==> src/rtl/sevenseg_pkg.sv <==
// sevenseg_pkg: active-low glyphs (bit 6 = segment a), BCD sizing and converter states
package sevenseg_pkg;
  localparam logic [6:0] SEG_0 = 7'b0000001;
  localparam logic [6:0] SEG_1 = 7'b1001111;
  localparam logic [6:0] SEG_2 = 7'b0010010;
  localparam logic [6:0] SEG_3 = 7'b0000110;
  localparam logic [6:0] SEG_4 = 7'b1001100;
  localparam logic [6:0] SEG_5 = 7'b0100100;
  localparam logic [6:0] SEG_6 = 7'b0100000;
  localparam logic [6:0] SEG_7 = 7'b0001111;
  localparam logic [6:0] SEG_8 = 7'b0000000;
  localparam logic [6:0] SEG_9 = 7'b0000100;
  localparam logic [6:0] SEG_A = 7'b0001000;
  localparam logic [6:0] SEG_B = 7'b1100000;
  localparam logic [6:0] SEG_C = 7'b0110001;
  localparam logic [6:0] SEG_D = 7'b1000010;
  localparam logic [6:0] SEG_E = 7'b0110000;
  localparam logic [6:0] SEG_F = 7'b0111000;
  localparam logic [6:0] SEG_DASH = 7'b1111110;
  localparam logic [6:0] SEG_BLANK = 7'b1111111;
  typedef enum logic [1:0] {IDLE, SHIFT, DONE} conv_state_t;
  function automatic int bcd_digits(input int w);
    return (w + 2) / 3;
  endfunction
  function automatic logic [6:0] seg_decode(input logic [3:0] n);
    case (n)
      4'h0: return SEG_0;
      4'h1: return SEG_1;
      4'h2: return SEG_2;
      4'h3: return SEG_3;
      4'h4: return SEG_4;
      4'h5: return SEG_5;
      4'h6: return SEG_6;
      4'h7: return SEG_7;
      4'h8: return SEG_8;
      4'h9: return SEG_9;
      4'hA: return SEG_A;
      4'hB: return SEG_B;
      4'hC: return SEG_C;
      4'hD: return SEG_D;
      4'hE: return SEG_E;
      default: return SEG_F;
    endcase
  endfunction
endpackage

==> src/rtl/sevenseg_scan_driver_if.sv <==
// sevenseg_scan_driver_if: write-only display bus; wr_dp exists only with SEVSEG_DP_EN
interface sevenseg_scan_driver_if #(
  parameter int DATA_W = 16
`ifdef SEVSEG_DP_EN
  ,
  parameter int NUM_DIGITS = 4
`endif
);
  logic wr_en;
  logic wr_hex;
  logic wr_blank;
  logic busy;
  logic [DATA_W-1:0] wr_data;
`ifdef SEVSEG_DP_EN
  logic [NUM_DIGITS-1:0] wr_dp;
`endif
  modport master (
    output wr_en, wr_data, wr_hex, wr_blank,
`ifdef SEVSEG_DP_EN
    output wr_dp,
`endif
    input busy
  );
  modport slave (
    input wr_en, wr_data, wr_hex, wr_blank,
`ifdef SEVSEG_DP_EN
    input wr_dp,
`endif
    output busy
  );
endinterface

==> src/rtl/bin2bcd_seq.sv <==
// bin2bcd_seq: sequential double-dabble, DATA_W shift cycles then one load-strobe cycle and a DONE cycle
module bin2bcd_seq
  import sevenseg_pkg::*;
#(
  parameter int DATA_W = 16
) (
  input  logic clk,
  input  logic rst,
  input  logic start,
  input  logic [DATA_W-1:0] data,
  output logic busy,
  output logic done,
  output logic [4*bcd_digits(DATA_W)-1:0] bcd
);
  localparam int BD = bcd_digits(DATA_W);
  localparam int CW = $clog2(DATA_W + 1);
  conv_state_t state, state_n;
  logic [DATA_W-1:0] bin;
  logic [CW-1:0] cnt;
  logic [4*BD-1:0] adj;
  always_comb begin
    adj = bcd;
    for (int i = 0; i < BD; i++) adj[4*i +: 4] = bcd[4*i +: 4] > 4'd4 ? bcd[4*i +: 4] + 4'd3 : bcd[4*i +: 4];
  end
  // done strobes in the last SHIFT cycle, once all DATA_W shifts have landed in bcd
  always_comb begin
    busy = state != IDLE;
    done = state == SHIFT && cnt == CW'(DATA_W);
    state_n = state == IDLE ? (start ? SHIFT : IDLE) : state == SHIFT ? (done ? DONE : SHIFT) : IDLE;
  end
  always_ff @(posedge clk or posedge rst)
    if (rst) begin
      state <= IDLE;
      cnt <= '0;
      bin <= '0;
      bcd <= '0;
    end else begin
      state <= state_n;
      if (state == IDLE && start) begin
        bin <= data;
        bcd <= '0;
        cnt <= '0;
      end else if (state == SHIFT && !done) begin
        {bcd, bin} <= {adj, bin} << 1;
        cnt <= cnt + 1'b1;
      end
    end
endmodule

==> src/rtl/sevenseg_scan_driver.sv <==
// sevenseg_scan_driver: bus-writable multiplexed common-anode driver, hex or decimal with leading-zero blanking
// SEVSEG_DP_EN adds per-digit decimal points (bus wr_dp, output dp)
module sevenseg_scan_driver
  import sevenseg_pkg::*;
#(
  parameter int NUM_DIGITS = 4,
  parameter int DATA_W = 16,
  parameter int REFRESH_DIV = 262144
) (
  input  logic clk,
  input  logic rst,
  sevenseg_scan_driver_if.slave bus,
  output logic [NUM_DIGITS-1:0] an,
  output logic [0:6] seg
`ifdef SEVSEG_DP_EN
  ,
  output logic dp
`endif
);
  localparam int BD = bcd_digits(DATA_W);
  localparam int IW = NUM_DIGITS > 1 ? $clog2(NUM_DIGITS) : 1;
  localparam int PW = $clog2(REFRESH_DIV);
  logic accept, conv_busy, conv_done, wrap, live, hex_mode, blank_mode, ovf, pend_blank, lz;
  logic [4*BD-1:0] bcd;
  logic [4*(BD+NUM_DIGITS)-1:0] bcd_pad;
  logic [4*NUM_DIGITS-1:0] digits, hex_vec;
  logic [3:0] cur;
  logic [6:0] glyph;
  logic [PW-1:0] pre;
  logic [IW-1:0] idx;
`ifdef SEVSEG_DP_EN
  logic [NUM_DIGITS-1:0] dp_bits, pend_dp;
`endif
  bin2bcd_seq #(.DATA_W(DATA_W)) conv (
    .clk(clk),
    .rst(rst),
    .start(accept && !bus.wr_hex),
    .data(bus.wr_data),
    .busy(conv_busy),
    .done(conv_done),
    .bcd(bcd)
  );
  assign bus.busy = conv_busy;
  assign accept = bus.wr_en && !conv_busy;
  assign hex_vec = (4*NUM_DIGITS)'(bus.wr_data);
  assign bcd_pad = {{(4*NUM_DIGITS){1'b0}}, bcd};
  assign wrap = pre == PW'(REFRESH_DIV - 1);
  assign cur = digits[4*idx +: 4];
  // a digit is blanked when it and every digit above it are zero; digit 0 always shows
  assign lz = blank_mode && idx != '0 && (digits >> (4*idx)) == '0;
  assign glyph = !live ? SEG_BLANK : ovf && !hex_mode ? SEG_DASH : lz ? SEG_BLANK : seg_decode(cur);
  always_ff @(posedge clk or posedge rst)
    if (rst) begin
      pre <= '0;
      idx <= '0;
      live <= 1'b0;
      an <= '1;
      seg <= SEG_BLANK;
    end else begin
      pre <= wrap ? '0 : pre + 1'b1;
      idx <= !wrap ? idx : idx == IW'(NUM_DIGITS - 1) ? '0 : idx + 1'b1;
      live <= live || wrap;
      an <= live ? ~(NUM_DIGITS'(1) << idx) : '1;
      seg <= glyph;
    end
  // decimal writes park their mode bits until the converter's atomic load
  always_ff @(posedge clk or posedge rst)
    if (rst) begin
      digits <= '0;
      hex_mode <= 1'b0;
      blank_mode <= 1'b0;
      ovf <= 1'b0;
      pend_blank <= 1'b0;
`ifdef SEVSEG_DP_EN
      dp_bits <= '0;
      pend_dp <= '0;
`endif
    end else if (accept && bus.wr_hex) begin
      digits <= hex_vec;
      hex_mode <= 1'b1;
      blank_mode <= bus.wr_blank;
      ovf <= 1'b0;
`ifdef SEVSEG_DP_EN
      dp_bits <= bus.wr_dp;
`endif
    end else if (accept) begin
      pend_blank <= bus.wr_blank;
`ifdef SEVSEG_DP_EN
      pend_dp <= bus.wr_dp;
`endif
    end else if (conv_done) begin
      digits <= bcd_pad[4*NUM_DIGITS-1:0];
      hex_mode <= 1'b0;
      blank_mode <= pend_blank;
      ovf <= |(bcd_pad >> (4*NUM_DIGITS));
`ifdef SEVSEG_DP_EN
      dp_bits <= pend_dp;
`endif
    end
`ifdef SEVSEG_DP_EN
  always_ff @(posedge clk or posedge rst)
    if (rst) dp <= 1'b1;
    else dp <= !(live && dp_bits[idx]);
`endif
endmodule
==> src/flat_wrapper.sv <==
// flat-port wrapper written by rule: the top's interface ports become plain ports
module sevenseg_scan_driver_flat import sevenseg_pkg::*;
#(
  parameter int NUM_DIGITS = 4,
  parameter int DATA_W = 16,
  parameter int REFRESH_DIV = 262144
)
  (clk, rst, an, seg, bus_wr_en, bus_wr_data, bus_wr_hex, bus_wr_blank, bus_busy);
  sevenseg_scan_driver_if #(.DATA_W(DATA_W)) bus_i ();
  input  logic clk;
  input  logic rst;
  output logic [NUM_DIGITS-1:0] an;
  output logic [0:6] seg;
  input wire logic [$bits(bus_i.wr_en)-1:0] bus_wr_en;
  input wire logic [$bits(bus_i.wr_data)-1:0] bus_wr_data;
  input wire logic [$bits(bus_i.wr_hex)-1:0] bus_wr_hex;
  input wire logic [$bits(bus_i.wr_blank)-1:0] bus_wr_blank;
  output wire logic [$bits(bus_i.busy)-1:0] bus_busy;
  assign bus_i.wr_en = bus_wr_en;
  assign bus_i.wr_data = bus_wr_data;
  assign bus_i.wr_hex = bus_wr_hex;
  assign bus_i.wr_blank = bus_wr_blank;
  assign bus_busy = bus_i.busy;
  sevenseg_scan_driver #(.NUM_DIGITS(NUM_DIGITS), .DATA_W(DATA_W), .REFRESH_DIV(REFRESH_DIV)) u_core (.clk(clk), .rst(rst), .bus(bus_i), .an(an), .seg(seg));
endmodule
==> config.mk <==
export PLATFORM = sky130hd
export DESIGN_NAME = sevenseg_scan_driver_flat
export DESIGN_NICKNAME = d
export VERILOG_FILES = /design/src/rtl/sevenseg_pkg.sv /design/src/rtl/sevenseg_scan_driver_if.sv /design/src/rtl/bin2bcd_seq.sv /design/src/rtl/sevenseg_scan_driver.sv /design/src/flat_wrapper.sv
export SDC_FILE = /design/constraint.sdc
export NUM_CORES = 1
export LEC_CHECK = 0
export ABC_AREA = 0
export BUFFER_PORTS_ARGS = -buffer_cell sky130_fd_sc_hd__buf_2
export CORE_UTILIZATION = 52
export DETAILED_ROUTE_END_ITERATION = 6
export MAX_ROUTING_LAYER = met4
export PLACE_DENSITY_LB_ADDON = 0.12
export SLEW_MARGIN = 20
export SYNTH_ARGS = -nofsm -noshare
export SYNTH_HDL_FRONTEND = slang
export SYNTH_SLANG_ARGS = --single-unit
==> constraint.sdc <==
create_clock -name clk -period 5.2 [get_ports clk]
set_clock_uncertainty 0.1 [all_clocks]
set_input_delay 1.04 -clock clk [delete_from_list [all_inputs] [get_ports clk]]
set_output_delay 1.04 -clock clk [all_outputs]
set_load 0.03 [all_outputs]
# ---- Yosys cells after proc, flatten, opt, wreduce, memory -nomap -nowiden
# Memory sizes are Yosys's and may differ from the RTL's.
# Index checks and enable logic that the tools add are counted.
dict set report word_totals {
  regBits 99
  mem_bits_ro 112
  inputBits 21
  out_inout_bits 12
  memories 1
}
# memory depth word_bits rd rd_ports_with_merged_regs wr line_no
set mem_list {}
lappend mem_list {{(no name shown)} 16 7 1 0 0 sevenseg_pkg.sv:26} ;# case (n)
dict set report op_classes {
  n_addsub 9
  magnitude_cmp 6
  eq_ne 5
  n_shift 3
  mux 34
  bitwise_logic 2
  n_reduce_logical 23
}
# op count
set ops {}
lappend ops {{16-bit 2-to-1 mux} 5}
lappend ops {{24-bit 2-to-1 mux} 2}
lappend ops {{4-bit by 3-bit > comparator with 1-bit output, second input constant} 6}
lappend ops {{4-bit 2-to-1 mux} 6}
lappend ops {{7-bit 2-to-1 mux} 3}
lappend ops {{4-bit by 2-bit adder with 4-bit output, second input constant} 5}
lappend ops {{18-bit by 1-bit adder with 18-bit output, second input constant} 1}
lappend ops {{18-bit == test, second input constant} 1}
lappend ops {{18-bit 2-to-1 mux} 1}
lappend ops {{16-bit zero test} 1}
lappend ops {{16-bit by 5-bit variable part select with 4-bit output} 1}
lappend ops {{16-bit by 4-bit >> shifter with 16-bit output} 1}
lappend ops {{1-bit 2-to-1 mux} 10}
lappend ops {{5-bit 2-to-1 mux} 2}
lappend ops {{1-bit logical AND} 9}
lappend ops {{2-bit 2-to-1 mux} 4}
lappend ops {{2-bit nonzero test} 4}
lappend ops {{8-bit OR reduction} 1}
lappend ops {{5-bit by 1-bit adder with 5-bit output, second input constant} 1}
lappend ops {{5-bit == test, second input constant} 1}
lappend ops {{1-bit zero test} 4}
lappend ops {{4-bit NOT} 1}
lappend ops {{2-bit AND reduction} 2}
lappend ops {{1-bit by 2-bit left shift with 4-bit output, first input constant} 1}
lappend ops {{9 further kinds} 9}

# ---- Logic depth before layout (Yosys ltp)
# Gate-level depths: netlist of the first run.
dict set report logic_depth {
  ltp_word 6
  depth_mapped 10
  ltp_nobuf 8
}

# ---- By module
# Synthesis of the first run repeated with hierarchy kept, for this count alone.
dict set report hier_totals {
  cells_unflattened 537
  hier_area_um2 5367.6
}
# module n_inst cells_per_inst area_per_inst_um2 seq_area_each_um2
set modules_own_cells {}
lappend modules_own_cells {sevenseg_scan_driver 1 258 2717.6 1315.0}
lappend modules_own_cells {bin2bcd_seq 1 279 2650.0 1176.1}

# ---- Least setup slack after synthesis of the first run
# Ideal clock, no wire load.
dict set report synth_path {
  path_kind {reg2reg}
  from {reg u_core.idx[0]}
  to {reg u_core.seg[0] (netlist name)}
  arrival_time_ns 2.216
  t_required_ns 5.016
  path_slack_ns 2.800
  stages_incl_launch_ff 10
  path_buffers 1
  cell_sequence {dfrtp_1 -> buf_6 -> mux4_1 -> inv_1 -> ha_1 -> nor4b_1 -> nand2_1 -> a211oi_1 -> nor2_1 -> o2111ai_1}
}
dict set report synth_via {
  elab_chain_cells 6
  elab_cells_between_ends 10
  classes_between {shift: 2; mux: 3; reduce/logical: 4; memory: 1}
}
# element line_no
set synth_rtl {}
lappend synth_rtl {{start, declared} sevenseg_scan_driver.sv:30} ;# logic [IW-1:0] idx;
lappend synth_rtl {{start signal, assigned} sevenseg_scan_driver.sv:61} ;# idx <= !wrap ? idx : idx == IW'(NUM_DIGITS - 1) ? '0 : idx + 1'b1;
lappend synth_rtl {{parallel branches: the longest is 3 deep, another holds memory read 16 x 7 bit} -}
lappend synth_rtl {{7-bit 2-to-1 mux * (3 in a row)} sevenseg_scan_driver.sv:51} ;# assign glyph = !live ? SEG_BLANK : ovf && !hex_mode ? SEG_DASH : lz ? SEG_BLANK : seg_decode(cur);
lappend synth_rtl {{net u_core.glyph[6]} sevenseg_scan_driver.sv:28} ;# logic [6:0] glyph;
lappend synth_rtl {{end signal, assigned} sevenseg_scan_driver.sv:64} ;# seg <= glyph;
lappend synth_rtl {{end, declared} sevenseg_scan_driver.sv:14} ;# output logic [0:6] seg
# Mark *: on every way through the listed nets, which the timed path passes.
# A chain may end at the register's enable or synchronous reset.

# ---- Worst setup path in the final report of the first run
# Ends and elaborated chain as after synthesis.

==> run_results.csv, run 1 <==
group,metric,value,unit
routing,drtAntennaViolNets,0,
place,dp_slack,2.22,ns
routing,post-route-drc-count,0,
logic_synthesis,yosys.area_share.xor_xnor,5.33,%
logic_synthesis,yosys_warnings,0,
logic_synthesis,async_flop_share,100,%
power_and_ir_drop,seq_power_share,43.2,%
sta,setup_ws,2.35,ns
cells_and_area,fill_cells,782,
power_and_ir_drop,p_switching,0.00111,W
sta,finalCritPeriodShare,54.8,%
clocking,worstSkewPairLatency,0.36,ns
global_routing,grt_max_degree,64,
power_and_ir_drop,power.density,528,nW/um^2
logic_synthesis,seq_area_frac_synth,50.5,%
worst_setup_path,rrSetupSlack,2.35,ns
cells_and_area,antennaDiodeCount,0,
global_routing,grt_use_total,21.7,%
place,place.gp.congestion,0.814,
logic_synthesis,yosysUniqueCellTypes,49,
place,place_inst,620,
sta,clock.fmax,0.351,GHz
worst_setup_path,critPathArrivalTime,3.02,ns
logic_synthesis,synth_simple_gate_area_share,15.0,%
clocking,ctsHoldBuffers,0,
global_routing,antenna_found_initial,0,
logic_synthesis,netlist_instances,495,
floorplanning,start_util,53.6,%
power_and_ir_drop,p_int,0.00172,W
sta,setup_viol,0,
cells_and_area,nNetsFinal,565,
routing,vias,3489,
logic_synthesis,synth_compound_area_share,12.9,%
global_routing,gr-total-overflow,0,
sta,finalHoldViolCount,0,
sta,worst_pin_slew,0.975,ns
cells_and_area,area_delta_synth_final,8.75,%
global_routing,grt_pass1_vias,3371,
logic_synthesis,synthFlopType,"dfrtp_1",
clocking,h-tree-depth,3,
floorplanning,die_w,99.4,um
sta,min_period,2.85,ns
run,max-cap-violations,0,
routing,first_pass_iters,5,
global_routing,grt_pass1_wl,16200,um
cells_and_area,finalNonFillerCells,636,
place,portBuffers,32,
floorplanning,die_height,99.4,um
worst_setup_path,critPathLaunchType,"flop",
sta,rsz0062_at_grt,"false",
floorplanning,rows,35,
routing,wl_per_cell,15.0,um
logic_synthesis,synth_area_per_cell,9.96,sq um
logic_synthesis,synth-edff-count,0,
logic_synthesis,synthAdderAreaFrac,6.09,%
clocking,numCtsBuffers,9,
sta,slew_viol_final,0,
floorplanning,core-area,9200,sq um
cells_and_area,layout-drive-gt1-share,15.2,%
sta,timing.slew.headroom,34.8,%
power_and_ir_drop,cellLeakagePower,2.51,nW
logic_synthesis,syn_area,4930,sq um
floorplanning,dieArea,9880,sq um
routing,drt_iter0_drc,153,
worst_hold_path,hold_path.class,"reg -> reg",
routing,routed_via_density,5.49,
worst_setup_path,crit_fanout,9,
logic_synthesis,synth_top_family_by_area,"simple AND/OR/NAND/NOR gates",
clocking,postCtsSetupRepairBufs,0,
outcome,status,"finished clean",
power_and_ir_drop,ir_worst_vdd,0.326,mV
routing,wl,9540,um
logic_synthesis,synth_mux_area_share,5.40,%
power_and_ir_drop,swShare,39.2,%
worst_setup_path,critPathCaptureType,"flop",
floorplanning,io-pin-count,33,
logic_synthesis,ys_ff_latch,99,
worst_setup_path,critPathKind,"reg -> reg",
clocking,cts_tree,"yes",
logic_synthesis,synth_fp_nets,540,
clocking,cts.sinks,99,
power_and_ir_drop,clock_power_share,18.0,%
clocking,clock_path_buffers,2,
sta,fin_tns_setup,0,ns
power_and_ir_drop,combPwrFrac,38.8,%
worst_setup_path,required,5.38,ns
clocking,cts_root_buf,"clkbuf_8",
clocking,clk_pin_slew,0.09,ns
clocking,post_cts_resized,0,
place,dp_hpwl,6810,um
## cells in the final DEF (no fill, tap or decap), drive strengths merged, types with 4 or more instances in the layout
cell type	netlist	routed
dfrtp	88	88
nand2	81	81
o21ai	42	42
nor2	38	38
buf	14	37
inv	30	34
ha	24	24
a21oi	22	22
xnor2	18	18
a22oi	15	15
xor2	12	12
mux2i	12	12
o22ai	12	12
nand3	12	12
dfstp	11	11
clkbuf	9	10
nor3	8	8
a22o	6	6
nand4	4	4
nor4	4	4
nand2b	4	4
and3	4	4
o211ai	4	4
mux2	4	4
mux4	4	4
## critical path: stages (launching register included)
cell       delay [ns]
dfrtp_1          0.56
mux4_1           0.72
inv_1            0.17
ha_1             0.20
nor4b_1          0.28
nand2_1          0.09
a211oi_1         0.32
nor2_1           0.20
o2111ai_1        0.13
## cell usage after synthesis (3+ instances only)
master    number  share of area, %
dfrtp_1       88                45
nand2_1       80               6.1
nor2_1        37               2.8
o21ai_0       33               3.3
inv_1         29               2.2
ha_1          24               6.1
a21oi_1       22               2.2
xnor2_1       18               3.2
a22oi_1       15               2.3
mux2i_1       12               2.4
o22ai_1       12               1.5
xor2_1        12               2.1
dfstp_2       11               5.9
clkbuf_1       9              0.69
nand3_1        9              0.91
o21ai_1        9              0.91
buf_2          8              0.81
a22o_1         6               1.1
nor3_1         6              0.61
and3_1         4              0.51
nand2b_1       4              0.51
nand4_1        4              0.51
nor4_1         4              0.51
buf_4          3              0.46
nand3_2        3              0.61
o211ai_1       3              0.46
## routing by layer
metal / vias to the layer above / share of wire [%] / track usage [%]
met5: - / 0 / -
met4: 0 / 0.83 / 4.41
met3: 8 / 3.3 / 4.22
met2: 51 / 49 / 35.3
met1: 1696 / 47 / 28.6
li1: 1734 / - / -
## worst paths after layout
check / from / end / cells past startpoint
worst min register to register: u_core.pre[12] / u_core.pre[12] / 1
worst max register to register: u_core.idx[0] / u_core.seg[0] / 8
worst min-delay path: u_core.pre[12] / u_core.pre[12] / 1
min in group asynchronous: rst / u_core.conv.bin[4] / 2
worst max-delay path: u_core.idx[0] / u_core.seg[0] / 8
max in group asynchronous: rst / u_core.pre[5] / 3
## final cells by class
| class | instances | area, sq um | share of cell area, % |
|---|---|---|---|
| Clock inverter | 6 | 70.1 | 1.31 |
| Multi-Input combinational cell | 343 | 2210 | 41.3 |
| Clock buffer | 10 | 138 | 2.57 |
| Inverter | 30 | 115 | 2.15 |
| Timing Repair Buffer | 37 | 198 | 3.69 |
| Sequential cell | 99 | 2490 | 46.5 |
| Tap cell | 111 | 139 | 2.59 |
## logic make-up (layout without fill, tap and decap cells)
group | after synthesis | after routing
simple gates | 163 | 163
compound gates | 106 | 106
flops | 99 | 99
buf+inv | 53 | 83
xor+xnor | 30 | 30
fa+ha+maj | 24 | 24
mux | 20 | 20
## per-stage QoR
step / utilization (%) / hold slack [ns] / area, sq um / power (W)
global route: 58.3 / 0.398 / 5360 / 0.00308
global placement: 56.0 / 0.347 / 5150 / 0.00231
CTS: 58.3 / 0.378 / 5360 / 0.00287
finish: 58.3 / 0.373 / 5360 / 0.00283
floorplan: - / 0.335 / 4930 / 0.00209
detailed placement: 56.0 / 0.361 / 5150 / 0.00234
## registers in the layout, indices dropped and copies added (netlist names)
name,flops
u_core.conv.bin,16
u_core.an,4
u_core.conv.state,2
u_core.idx,2
u_core.blank_mode,1
u_core.pend_blank,1
u_core.conv.bcd,24
u_core.seg,7
u_core.pre,18
u_core.live,1
u_core.ovf,1
u_core.conv.cnt,5
u_core.digits,16
u_core.hex_mode,1
## power groups by stage
stage	clock [W]	sequential, W	combinational, W
2_1_floorplan	0	0.00116	0.000934
3_3_place_gp	0	0.00123	0.00108
3_5_place_dp	0	0.00123	0.00111
4_1_cts	0.000531	0.00122	0.00111
5_1_grt	0.000554	0.00125	0.00127
6_report	0.000511	0.00122	0.00110
Power figures use the tool's default switching activity.
==> run 2: changes to the inputs <==
==> constraint.sdc (replaced) <==
create_clock -name clk -period 2.57 [get_ports clk]
set_clock_uncertainty 0.1 [all_clocks]
set_input_delay 0.514 -clock clk [delete_from_list [all_inputs] [get_ports clk]]
set_output_delay 0.514 -clock clk [all_outputs]
set_load 0.03 [all_outputs]
==> run_results.csv, run 2 (synthesis gave the netlist of run 1 again) <==
group,metric,value,unit
worst_setup_path,required,2.75,ns
sta,timing.slew.headroom,58.9,%
worst_setup_path,critPathCaptureType,"flop",
worst_hold_path,hold_path.class,"in -> async",
global_routing,gr-total-overflow,0,
power_and_ir_drop,p_total,0.00589,W
sta,min_period,2.40,ns
outcome,status,"finished clean",
global_routing,antenna_found_initial,0,
power_and_ir_drop,seq_power_share,41.9,%
clocking,cts_root_buf,"clkbuf_8",
clocking,cts.sinks,99,
global_routing,grt_pass1_vias,3549,
power_and_ir_drop,combPwrFrac,39.4,%
floorplanning,io-pin-count,33,
clocking,clock_path_buffers,2,
worst_setup_path,path_buf_inv,1,
worst_setup_path,path_delay_family,"multiplexers",
worst_setup_path,rrSetupSlack,0.17,ns
global_routing,grt_max_degree,42,
cells_and_area,layout-drive-gt1-share,17.0,%
power_and_ir_drop,clock_power_share,18.6,%
clocking,post_cts_resized,0,
clocking,postCtsSetupRepairBufs,0,
worst_setup_path,critPathLaunchType,"flop",
power_and_ir_drop,cellLeakagePower,2.57,nW
worst_setup_path,timing.rr.start,"u_core.idx[0]",
global_routing,grt_pass1_wl,17200,um
floorplanning,die_height,99.4,um
power_and_ir_drop,p_int,0.00358,W
cells_and_area,final_common_cell,"dfrtp_1",
sta,setup_ws,0.171,ns
sta,setup_viol,0,
clocking,worstSkewPairLatency,0.37,ns
worst_setup_path,slowest_stage,"mux4_1",
cells_and_area,largest_reg_flops,24,
routing,vias,3596,
routing,drt_iter0_drc,154,
cells_and_area,layout_common_cells,"88 x dfrtp_1, 80 x nand2_1, 37 x nor2_1",
clocking,cts_tree,"yes",
power_and_ir_drop,p_switching,0.00231,W
cells_and_area,regMostFlops,"u_core.conv.bcd",
sta,worst_pin_slew,0.612,ns
run,max-cap-violations,0,
power_and_ir_drop,power.density,1070,nW/um^2
place,dp_hpwl,7290,um
floorplanning,rows,35,
power_and_ir_drop,ir_worst_vdd,0.656,mV
worst_setup_path,rr_worst_depth,8,
clocking,clk_pin_slew,0.10,ns
routing,first_pass_iters,4,
place,portBuffers,32,
worst_setup_path,crit_fanout,6,
cells_and_area,reg_top3,"u_core.conv.bcd x24, u_core.pre x18",
floorplanning,core-area,9200,sq um
worst_setup_path,path_cells,"mux4_1 > inv_1 > ha_1 > nor4b_2 > nand2_1 > a211oi_2 > nor2_1 > o2111ai_1",
floorplanning,dieArea,9880,sq um
routing,wl,10300,um
sta,clock.fmax,0.417,GHz
cells_and_area,nNetsFinal,575,
cells_and_area,antennaDiodeCount,0,
clocking,h-tree-depth,3,
sta,finalHoldViolCount,0,
sta,slew_viol_final,0,
clocking,ctsHoldBuffers,0,
worst_setup_path,r2r_end,"u_core.seg[0]",
routing,routed_via_density,5.57,
routing,wl_per_cell,16.0,um
worst_setup_path,worst-path-stages,8,
sta,finalCritPeriodShare,93.3,%
place,dp_slack,0.124,ns
clocking,numCtsBuffers,9,
worst_setup_path,critPathKind,"reg -> reg",
sta,fin_tns_setup,0,ns
routing,drtAntennaViolNets,0,
cells_and_area,area_delta_synth_final,11.2,%
routing,post-route-drc-count,0,
global_routing,grt_use_total,23.4,%
floorplanning,start_util,53.6,%
power_and_ir_drop,swShare,39.2,%
worst_setup_path,critPathArrivalTime,2.58,ns
floorplanning,die_w,99.4,um
place,place.gp.congestion,0.930,
worst_setup_path,crit_path_max_incr_delay,0.59,ns
==> run 2: cell count changes in the layout (fill, tap and decap cells not counted), moves of 2 or more <==
cell,before,now
buf_4,5,13
inv_6,4,1
buf_12,0,2
clkinv_2,1,3
clkinvlp_4,0,2
==> run 2: worst reg2reg max path: cells and delay by family, from the launching register on <==
| family | cells | cell delay [ns] |
|---|---|---|
| buffers and inverters | 1 | 0.14 |
| DFF | 1 | 0.41 |
| AOI/OAI and AO/OA | 2 | 0.38 |
| and+or+nand+nor | 3 | 0.49 |
| muxes | 1 | 0.59 |
| adders and majority gates | 1 | 0.20 |
==> run 2: power by group through the flow <==
stage	registers [W]	clock network, W	logic (W)
2_1_floorplan	0.00234	0	0.00189
3_3_place_gp	0.00247	0	0.00223
3_5_place_dp	0.00248	0	0.00232
4_1_cts	0.00246	0.00114	0.00234
5_1_grt	0.00253	0.00118	0.00264
6_report	0.00247	0.00110	0.00232
==> run 2: worst max path at each step <==
stage	end	startpoint
detailed placement	u_core.seg[2]	u_core.idx[0]
finish	u_core.seg[0]	u_core.idx[0]
global placement	u_core.seg[0]	u_core.idx[0]
CTS	u_core.seg[2]	u_core.idx[0]
floorplan	u_core.seg[0]	u_core.idx[0]
global route	u_core.seg[0]	u_core.idx[0]
==> run 2: layout make-up <==
class | instances | area, sq um
Clock inverter | 7 | 91.3
Tap cell | 111 | 139
Fill cell | 814 | 3710
Clock buffer | 9 | 124
Sequential cell | 99 | 2490
Timing Repair Buffer | 47 | 298
Multi-Input combinational cell | 343 | 2220
Inverter | 30 | 116
==> run 2: per-layer routing <==
metal / part of all wire [%] / global-route usage, % / wire, um
met2: 50 / 37.0 / 5130
met1: 46 / 30.3 / 4740
met4: 1.6 / 8.37 / 169
met3: 2.7 / 4.43 / 281
met5: 0 / - / 0
==> run 2: metrics by stage <==
step	hold slack, ns	utilization (%)	cells	cell area, sq um
floorplan	0.335	-	495	4930
global placement	0.349	57.1	630	5260
detailed placement	0.363	57.1	630	5260
CTS	0.102	59.5	646	5470
global route	0.118	59.6	646	5480
finish	0.0963	59.6	646	5480
==> run 3: changes to the inputs <==
--- a/config.mk
+++ b/config.mk
@@ -7,6 +7,7 @@
 export LEC_CHECK = 0
 export ABC_AREA = 0
 export BUFFER_PORTS_ARGS = -buffer_cell sky130_fd_sc_hd__buf_2
+export CORE_MARGIN = 1.5
 export CORE_UTILIZATION = 52
 export DETAILED_ROUTE_END_ITERATION = 6
 export MAX_ROUTING_LAYER = met4
==> run_results.csv, run 3 (synthesis gave the netlist of run 1 again) <==
group,metric,value,unit
clocking,postCtsSetupRepairBufs,0,
cells_and_area,layout_common_cells,"88 x dfrtp_1, 80 x nand2_1, 36 x nor2_1",
clocking,clk_pin_slew,0.09,ns
cells_and_area,regMostFlops,"u_core.conv.bcd",
cells_and_area,reg_top3,"u_core.conv.bcd x24, u_core.pre x18",
sta,setup_viol,0,
worst_setup_path,path_buf_inv,1,
clocking,worstSkewPairLatency,0.37,ns
place,place.gp.congestion,0.932,
clocking,cts_root_buf,"clkbuf_8",
worst_setup_path,critPathKind,"reg -> reg",
floorplanning,dieArea,10100,sq um
routing,wl_per_cell,15.5,um
clocking,clock_path_buffers,2,
cells_and_area,layout-drive-gt1-share,16.7,%
worst_setup_path,critPathArrivalTime,2.56,ns
clocking,h-tree-depth,3,
sta,timing.slew.headroom,48.8,%
cells_and_area,final_common_cell,"dfrtp_1",
power_and_ir_drop,cellLeakagePower,2.56,nW
cells_and_area,largest_reg_flops,24,
global_routing,grt_pass1_wl,17300,um
cells_and_area,nNetsFinal,574,
floorplanning,io-pin-count,33,
sta,finalCritPeriodShare,92.7,%
sta,min_period,2.38,ns
worst_setup_path,critPathLaunchType,"flop",
sta,finalHoldViolCount,0,
routing,routed_via_density,5.58,
worst_setup_path,rr_worst_depth,8,
floorplanning,die_w,100,um
power_and_ir_drop,ir_worst_vdd,0.763,mV
worst_setup_path,rrSetupSlack,0.19,ns
global_routing,gr-total-overflow,0,
sta,hold_slack,0.174,ns
place,postPlaceCellArea,5250,sq um
power_and_ir_drop,power.density,1070,nW/um^2
worst_setup_path,path_cells,"mux4_1 > inv_1 > ha_1 > nor4b_1 > nand2_1 > a211oi_2 > nor2_2 > o211ai_1",
worst_setup_path,crit_path_max_incr_delay,0.58,ns
worst_setup_path,critPathCapture,"u_core.seg[1]",
cells_and_area,finish.utilization,59.5,%
worst_setup_path,crit_fanout,6,
routing,vias,3597,
clocking,numCtsBuffers,9,
floorplanning,core-area,9200,sq um
worst_setup_path,r2r_end,"u_core.seg[1]",
place,portBuffers,32,
routing,post-route-drc-count,0,
worst_setup_path,cp-startpoint,"u_core.idx[0]",
routing,wl,10000,um
cells_and_area,antennaDiodeCount,0,
worst_setup_path,path_delay_family,"multiplexers",
worst_setup_path,required,2.75,ns
routing,first_pass_iters,4,
outcome,status,"finished clean",
floorplanning,start_util,53.6,%
worst_setup_path,slowest_stage,"mux4_1",
worst_setup_path,worst-path-stages,8,
sta,slew_viol_final,0,
worst_setup_path,timing.rr.start,"u_core.idx[0]",
sta,fin_tns_setup,0,ns
cells_and_area,final_cell_area,5470,sq um
global_routing,grt_max_degree,43,
sta,clock.fmax,0.420,GHz
worst_hold_path,hold_path.class,"in -> async",
power_and_ir_drop,p_total,0.00586,W
global_routing,grt_pass1_vias,3586,
clocking,ctsHoldBuffers,0,
sta,worst_pin_slew,0.767,ns
place,dp_hpwl,7100,um
run,max-cap-violations,0,
floorplanning,rows,35,
global_routing,grt_use_total,22.6,%
clocking,cts_tree,"yes",
routing,drt_iter0_drc,162,
floorplanning,die_height,100,um
worst_setup_path,critPathCaptureType,"flop",
routing,drtAntennaViolNets,0,
global_routing,antenna_found_initial,0,
cells_and_area,area_delta_synth_final,11.0,%
clocking,cts.sinks,99,
## run 3: power by group
part | switching (W) | leakage [nW] | internal, W
combinational | 0.00132 | 1.22 | 0.000975
sequential | 0.000407 | 1.23 | 0.00206
clock | 0.000531 | 0.109 | 0.000572
## run 3: what timing repair did
action | CTS | global route
resized for setup | 0 | 2
setup endpoints to repair | 0 | 4
endpoints found under the hold margin | 0 | 0
## run 3: per-stage QoR
stage,worst slack (ns),instances
5_1_grt,-0.0218,645
3_5_place_dp,0.116,629
4_1_cts,0.0899,645
3_3_place_gp,0.201,629
6_report,0.187,645
2_1_floorplan,0.170,495
## run 3: how the worst min path moves through the flow
stage,from,to,slack (ns)
after floorplan,u_core.pre[12],u_core.pre[12],0.33
after global placement,u_core.pre[12],u_core.pre[12],0.35
after detailed placement,u_core.pre[12],u_core.pre[12],0.35
after CTS,rst,u_core.pre[4],0.17
after global routing,rst,u_core.pre[10],0.22
final,rst,u_core.pre[6],0.17
## run 3: layer usage
metal / share of wire, % / track usage, %
met1: 48 / 31.3
met2: 46 / 34.0
met3: 3.9 / 3.48
met4: 2.4 / 8.56
met5: 0 / -
## run 3: layout make-up
class / instances / area [sq um]
inverters: 30 / 116
well taps: 111 / 139
clock buffers: 11 / 141
repair buffers: 46 / 290
flip-flops and latches: 99 / 2490
multi-input cells: 343 / 2220
fillers: 793 / 3720
clock inverters: 5 / 77.6
